<file path="src/rtl/adder_share_arb.sv">
// Arbitrates NUM_REQ requesters onto one shared, clock-enabled, LATENCY-deep pipelined adder.
// Define ADDER_SHARE_ARB_ROUND_ROBIN_EN for round-robin grant; otherwise lowest eligible index wins.
module adder_share_arb #(
    parameter int NUM_REQ = 4,
    parameter int WIDTH   = 64,
    parameter int LATENCY = 6
) (
    input  logic                     clk,
    input  logic                     reset,
    input  logic [NUM_REQ-1:0]       req_valid,
    output logic [NUM_REQ-1:0]       req_ready,
    input  logic [NUM_REQ*WIDTH-1:0] req_a,
    input  logic [NUM_REQ*WIDTH-1:0] req_b,
    output logic [NUM_REQ-1:0]       resp_valid,
    input  logic [NUM_REQ-1:0]       resp_ready,
    output logic [NUM_REQ*WIDTH-1:0] resp_sum,
    output logic                     adder_ce,
    output logic [WIDTH-1:0]         adder_a,
    output logic [WIDTH-1:0]         adder_b,
    input  logic [WIDTH-1:0]         adder_s,
    output logic                     busy
);
    localparam int IDX_W = (NUM_REQ > 1) ? $clog2(NUM_REQ) : 1;

    // One-hot tags: an all-zero tag means the slot/stage is empty.
    logic [NUM_REQ-1:0] issue_tag;
    logic [NUM_REQ-1:0] tag_pipe [LATENCY];
    logic [NUM_REQ-1:0] in_flight;
    logic [NUM_REQ-1:0] eligible;
    logic [NUM_REQ-1:0] grant;
    logic [IDX_W-1:0]   win_idx;
    logic               win_found;
    logic [IDX_W-1:0]   search_base;

`ifdef ADDER_SHARE_ARB_ROUND_ROBIN_EN
    logic [IDX_W-1:0] rr_ptr;

    always_ff @(posedge clk or posedge reset) begin
        if (reset) begin
            rr_ptr <= '0;
        end else if (win_found) begin
            rr_ptr <= (win_idx == IDX_W'(NUM_REQ - 1)) ? '0 : win_idx + IDX_W'(1);
        end
    end

    assign search_base = rr_ptr;
`else
    assign search_base = '0;
`endif

    always_comb begin
        in_flight = issue_tag;
        for (int s = 0; s < LATENCY; s++) begin
            in_flight = in_flight | tag_pipe[s];
        end
    end

    assign adder_ce = |in_flight;
    assign eligible = req_valid & ~in_flight & ~resp_valid;
    assign busy     = adder_ce | (|resp_valid);

    // NOTE: every variable gets a default before the search loop so no latch is inferred.
    always_comb begin
        int idx;
        grant     = '0;
        win_idx   = '0;
        win_found = 1'b0;
        idx       = 0;
        for (int k = 0; k < NUM_REQ; k++) begin
            idx = (int'(search_base) + k) % NUM_REQ;
            if (!win_found && eligible[idx] && !reset) begin
                win_found  = 1'b1;
                win_idx    = IDX_W'(idx);
                grant[idx] = 1'b1;
            end
        end
    end

    assign req_ready = grant;

    // NOTE: the tag stages are reset because they carry validity; the adder's own datapath is not ours to clear.
    always_ff @(posedge clk or posedge reset) begin
        if (reset) begin
            issue_tag  <= '0;
            adder_a    <= '0;
            adder_b    <= '0;
            resp_valid <= '0;
            resp_sum   <= '0;
            for (int s = 0; s < LATENCY; s++) begin
                tag_pipe[s] <= '0;
            end
        end else begin
            issue_tag <= grant;
            if (win_found) begin
                adder_a <= req_a[int'(win_idx)*WIDTH +: WIDTH];
                adder_b <= req_b[int'(win_idx)*WIDTH +: WIDTH];
            end
            if (adder_ce) begin
                tag_pipe[0] <= issue_tag;
                for (int s = 1; s < LATENCY; s++) begin
                    tag_pipe[s] <= tag_pipe[s-1];
                end
            end
            // A requester is never in flight while its result is held, so set and clear cannot collide.
            for (int i = 0; i < NUM_REQ; i++) begin
                if (resp_ready[i]) begin
                    resp_valid[i] <= 1'b0;
                end
                if (tag_pipe[LATENCY-1][i]) begin
                    resp_valid[i]               <= 1'b1;
                    resp_sum[i*WIDTH +: WIDTH]  <= adder_s;
                end
            end
        end
    end

endmodule
</file>
<file path="config.mk">
export PLATFORM = sky130hd
export DESIGN_NAME = adder_share_arb
export DESIGN_NICKNAME = d
export VERILOG_FILES = /design/src/rtl/adder_share_arb.sv
export SDC_FILE = /design/constraint.sdc
export NUM_CORES = 1
export LEC_CHECK = 0
export ABC_CLOCK_PERIOD_IN_PS = 13200
export CAP_MARGIN = 10
export CORE_AREA = 2 2 380 382
export CTS_CLUSTER_SIZE = 20
export DETAILED_ROUTE_END_ITERATION = 10
export DIE_AREA = 0 0 382 384
export DONT_BUFFER_PORTS = 1
export SLEW_MARGIN = 20
export SYNTH_ARGS = -nofsm -noshare
export SYNTH_HDL_FRONTEND = slang
export SYNTH_SLANG_ARGS = --single-unit
</file>
<file path="constraint.sdc">
create_clock -name clk -period 13.2 [get_ports clk]
set_input_delay 2.64 -clock clk [delete_from_list [all_inputs] [get_ports clk]]
set_output_delay 2.64 -clock clk [all_outputs]
set_load 0.1 [all_outputs]
</file>
### After elaboration in Yosys (flattened, before gate mapping)

Cells that the tools add are included.
W data, S select, Z words.

* input bits: 586
* register bits after elaboration: 416
* output and inout port bits: 394

* multiplexer cells: 19
* shifts and indexed selects: 2
* bitwise operators: 11
* reduce and logical (&&, ||, !) cells: 17

Operators by type and width (number)
* $shiftx A256 B9 Y64: 2
* $or A4 B4 Y4: 6
* $mux W1: 14
* $and A4 B4 Y4: 2
* $not A4 Y4: 2
* $reduce_bool A2 Y1: 4
* $reduce_or A4 Y1: 2
* $logic_and A1 B1 Y1: 7
* $mux W2: 3
* $logic_not A1 Y1: 4
* $mux W4: 1
* $mux W3: 1
* $or A1 B1 Y1: 1

### Depth between registers and ports, before layout

* word-level depth: 24
* depth in mapped cells: 7
* mapped depth without buffers: 5

### Worst setup path before layout

No wires, ideal clock.

* path type: input to register
* start point: in reset
* end point: reg adder_b[0]
* setup slack: 1.001 ns
* stages on the path: 4
* arrival: 12.065 ns
* buffers on the path: 0
* cell sequence: inv_1 nand3_1 o211ai_1 o21ai_0

* cells in the longest elaborated chain, start to end: 16
* elaborated cells between the ends (all ways): 19

RTL lines
* from (decl): RTL line 9 `input logic reset,`
* $logic_not A1 Y1 *: RTL line 71 `if (!win_found && eligible[idx] && !reset) begin`
* $logic_and A1 B1 Y1: RTL line 71
* $mux W1: RTL line 71
* $logic_not A1 Y1: RTL line 71
* $logic_and A1 B1 Y1 (2 in series): RTL line 71
* $mux W1: RTL line 71
* $logic_not A1 Y1: RTL line 71
* $logic_and A1 B1 Y1 (2 in series): RTL line 71
* $mux W1: RTL line 71
* $logic_not A1 Y1: RTL line 71
* $logic_and A1 B1 Y1 (2 in series): RTL line 71
* $mux W2: RTL line 71
* $shiftx A256 B9 Y64: RTL line 96 `adder_b <= req_b[int'(win_idx)*WIDTH +: WIDTH];`
* to (signal assigned): RTL line 96
* to (decl): RTL line 19 `output logic [WIDTH-1:0] adder_b,`

Every way passes the cells marked *; elsewhere a longest branch is shown, timed or not.
A chain may end at the register's enable or synchronous reset.

### Worst setup path after layout

* start point: in req_valid[0]
* end point: out req_ready[3]

* cells in the longest elaborated chain, start to end: 16

RTL lines
* from (decl): RTL line 10 `input logic [NUM_REQ-1:0] req_valid,`
* $and A4 B4 Y4 * (2 in series): RTL line 59 `assign eligible = req_valid & ~in_flight & ~resp_valid;`
* $logic_and A1 B1 Y1 *: RTL line 71
* $mux W1 *: RTL line 71
* $logic_not A1 Y1: RTL line 71
* $logic_and A1 B1 Y1 (2 in series): RTL line 71
* $mux W1 *: RTL line 71
* $logic_not A1 Y1: RTL line 71
* $logic_and A1 B1 Y1 (2 in series): RTL line 71
* $mux W1 *: RTL line 71
* $logic_not A1 Y1 *: RTL line 71
* $logic_and A1 B1 Y1 * (2 in series): RTL line 71
* $mux W4 *: RTL line 71
* to (decl): RTL line 11 `output logic [NUM_REQ-1:0] req_ready,`

Marked as above.

==> summary.txt <==
Run status
  • Status: completed

Detailed routing
  • WL met3: 10000 um
  • Antenna Violating Nets Remaining: 0
  • Max Used Layer: met5
  • Drt wl/cell: 26.8 um
  • Via count: 15018
  • M1 WL: 34000 um
  • DRT Wirelength: 94000 um
  • Vias/cell: around 4.3
  • DRT iter0 DRCs: 1170
  • First drt pass iteration count: 6
  • Residual DRC count: 0
  • Wire length on met2: 44700 um

Worst setup path
  • CP Data Arrival Time: 4970 ps
  • Crit Path Class: input pin to primary output
  • Slowest cell delay on critical path: 910 ps
  • Startpoint types: input pin
  • CP Capture Type: primary output
  • CP max-delay cell: and2_1
  • CP Buf/Inv Count: 0
  • Delay-heaviest family, CP: simple AND/OR/NAND/NOR gates
  • Crit-path cells: or3b_2 > or3_4 > and3_4 > and2_1
  • Worst-path maximum fanout: 32
  • CP required: 10560 ps

Placed design
  • I/O Buffers: 0
  • Worst slack at placement: 5460 ps
  • Placer Congestion: approximately 0.9
  • Detailed placement HPWL: 72100 um
  • Post-DP Area: ~0.022 mm^2

CTS
  • Setup Buffers After CTS: 0
  • Root Driver: clkbuf_16
  • Clk sinks: 416
  • TritonCTS Buffers: 46
  • Clock Latency Late Sink: 630 ps
  • Max Buffers Root-to-Sink: 3
  • Clock Pin Slew Worst Setup and Hold Paths: around 60 ps
  • Hold Buf Count CTS: 0
  • CTS tree: done
  • Resize count post-CTS: 0
  • H-tree depth: 2

Logic synthesis
  • #FFs+latches synth: 416
  • Syn_area_per_cell: 12.5 um^2
  • Synth area leader: dfrtp_1
  • Syn_nets: 2182
  • Number of synthesized flops with an enable pin: 0
  • Synth cell count leaders: dfrtp_1, mux2_2, nand2_1
  • Synth top area cells: dfrtp_1, mux2_2, nand4b_1
  • Register area share after synthesis: 0.521
  • Async SR Flop Fraction: 1.00
  • Most used DFF post-synth: dfrtp_1
  • Synthesized area: 0.0200 mm^2
  • Synth Instances: around 1600
  • Synth unique cells: 35
  • YS warnings: 0
  • Count leader, synth: dfrtp_1
  • Area share of the largest cell type after synthesis: 0.521

GRT
  • Largest net degree at the start of global routing: 151
  • GRT overflow: 0
  • Total Routing Usage GR: 0.119
  • Vias in the first global route: 14366
  • First-pass GRT wire length: 123000 um
  • Initial antenna violation count: 60

Floorplan
  • I/O Pins: 980
  • Initial Util: 0.140
  • Die width: 382 um
  • Die area: ~0.15 mm^2
  • Row count: 139
  • Die height: 384 um
  • Core area: 0.143 mm^2

Timing
  • Relative slew slack: 0.196
  • Final setup vio count: 0
  • Hold Vio Cnt, Final: 0
  • Tmin final: 7610 ps
  • Final Skew: 34.2 ps
  • F_max: between 100 and 150 MHz
  • Max-slew violations: 0
  • Fin Setup TNS: 0 ps
  • Setup ws final: 5590 ps
  • RSZ-0062 raised after global routing: false
  • Worst-Margin Slew: between 1000 and 1500 ps
  • WHS: 360 ps
  • Period utilization: 0.577

Final layout
  • Share of cells above drive strength 1: 0.334
  • Area grow syn2layout: 18.8%
  • Finished Cell Area: 0.0237 mm^2
  • Nets: between 2000 and 2500
  • Fillcell total: about 16000
  • Register Area: ~0.010 mm^2
  • Multi-input gate area: approximately 0.009 mm^2

Run
  • Max-cap violations: 0

Worst hold path
  • Worst hold path class: flop to flop
## per-layer routing
layer,track usage,up-vias
met3,0.0519,276
met1,0.131,7748
li1,-,5910
met5,0,-
met2,0.192,1070
met4,0.0636,14
## through the flow
stage / instances / util
after floorplan: 1596 / -
after global placement: 3355 / 0.154
after detailed placement: 3355 / 0.154
after CTS: 3438 / 0.165
after global routing: 3482 / 0.166
final: 3501 / 0.166
## logic make-up (layout without fill, tap and decap cells)
group,count (synthesis),count (layout),share of synthesized area
mux,326,326,0.179
flops,416,416,0.521
other cells,0,63,0
simple gates,400,400,0.111
buf+inv,192,131,0.0427
compound gates,262,262,0.146
## final cells by class
| type | instances | area share |
|---|---|---|
| antenna | 63 | 0.00664 |
| clock buffer | 66 | 0.0575 |
| clock inverter | 17 | 0.0100 |
| inverter | 8 | 0.00163 |
| multi-input combinational | 988 | 0.370 |
| sequential | 416 | 0.439 |
| tap | 1903 | 0.100 |
| timing repair buffer | 40 | 0.0151 |
## placed cells by master, fill, tap and decap left out, types with 3 or more instances in the layout
cell type	synthesis	final
clkbuf_16	0	46
bufinv_16	0	3
a22oi_2	70	70
nand4b_1	127	127
mux2i_1	70	70
nor4_1	5	4
mux2_2	256	256
a21o_1	4	4
nand2_1	243	243
o311ai_0	127	122
inv_1	7	6
nand4_1	3	3
a32oi_1	7	7
clkbuf_1	149	6
buf_4	3	36
dfrtp_1	416	412
clkinvlp_4	0	5
and3_4	1	3
o311ai_1	0	3
diode_2	0	63
clkbuf_8	0	14
buf_12	0	3
clkinv_2	0	6
dfrtp_4	0	3
a32oi_2	50	50
## final timing paths
check                        startpoint             to  slack (ps)  cells after the start
setup reg to reg            tag_pipe[0]    adder_a[51]        8900                      6
setup / recovery           req_valid[0]   req_ready[3]        5590                      4
max in group asynchronous         reset  resp_sum[197]        8540                      4
min in group asynchronous         reset    adder_b[17]        2060                      1
hold / removal             tag_pipe[11]    tag_pipe[7]         360                      0
hold reg to reg            tag_pipe[11]    tag_pipe[7]         360                      0
## flip-flops by register name, indices dropped and copies added (netlist names)
register / flops
resp_sum: 256
adder_a: 64
adder_b: 64
tag_pipe: 24
issue_tag: 4
resp_valid: 4
Power is not shown: default switching activity piles up to over one toggle a cycle in this logic, so the estimate is an artifact.
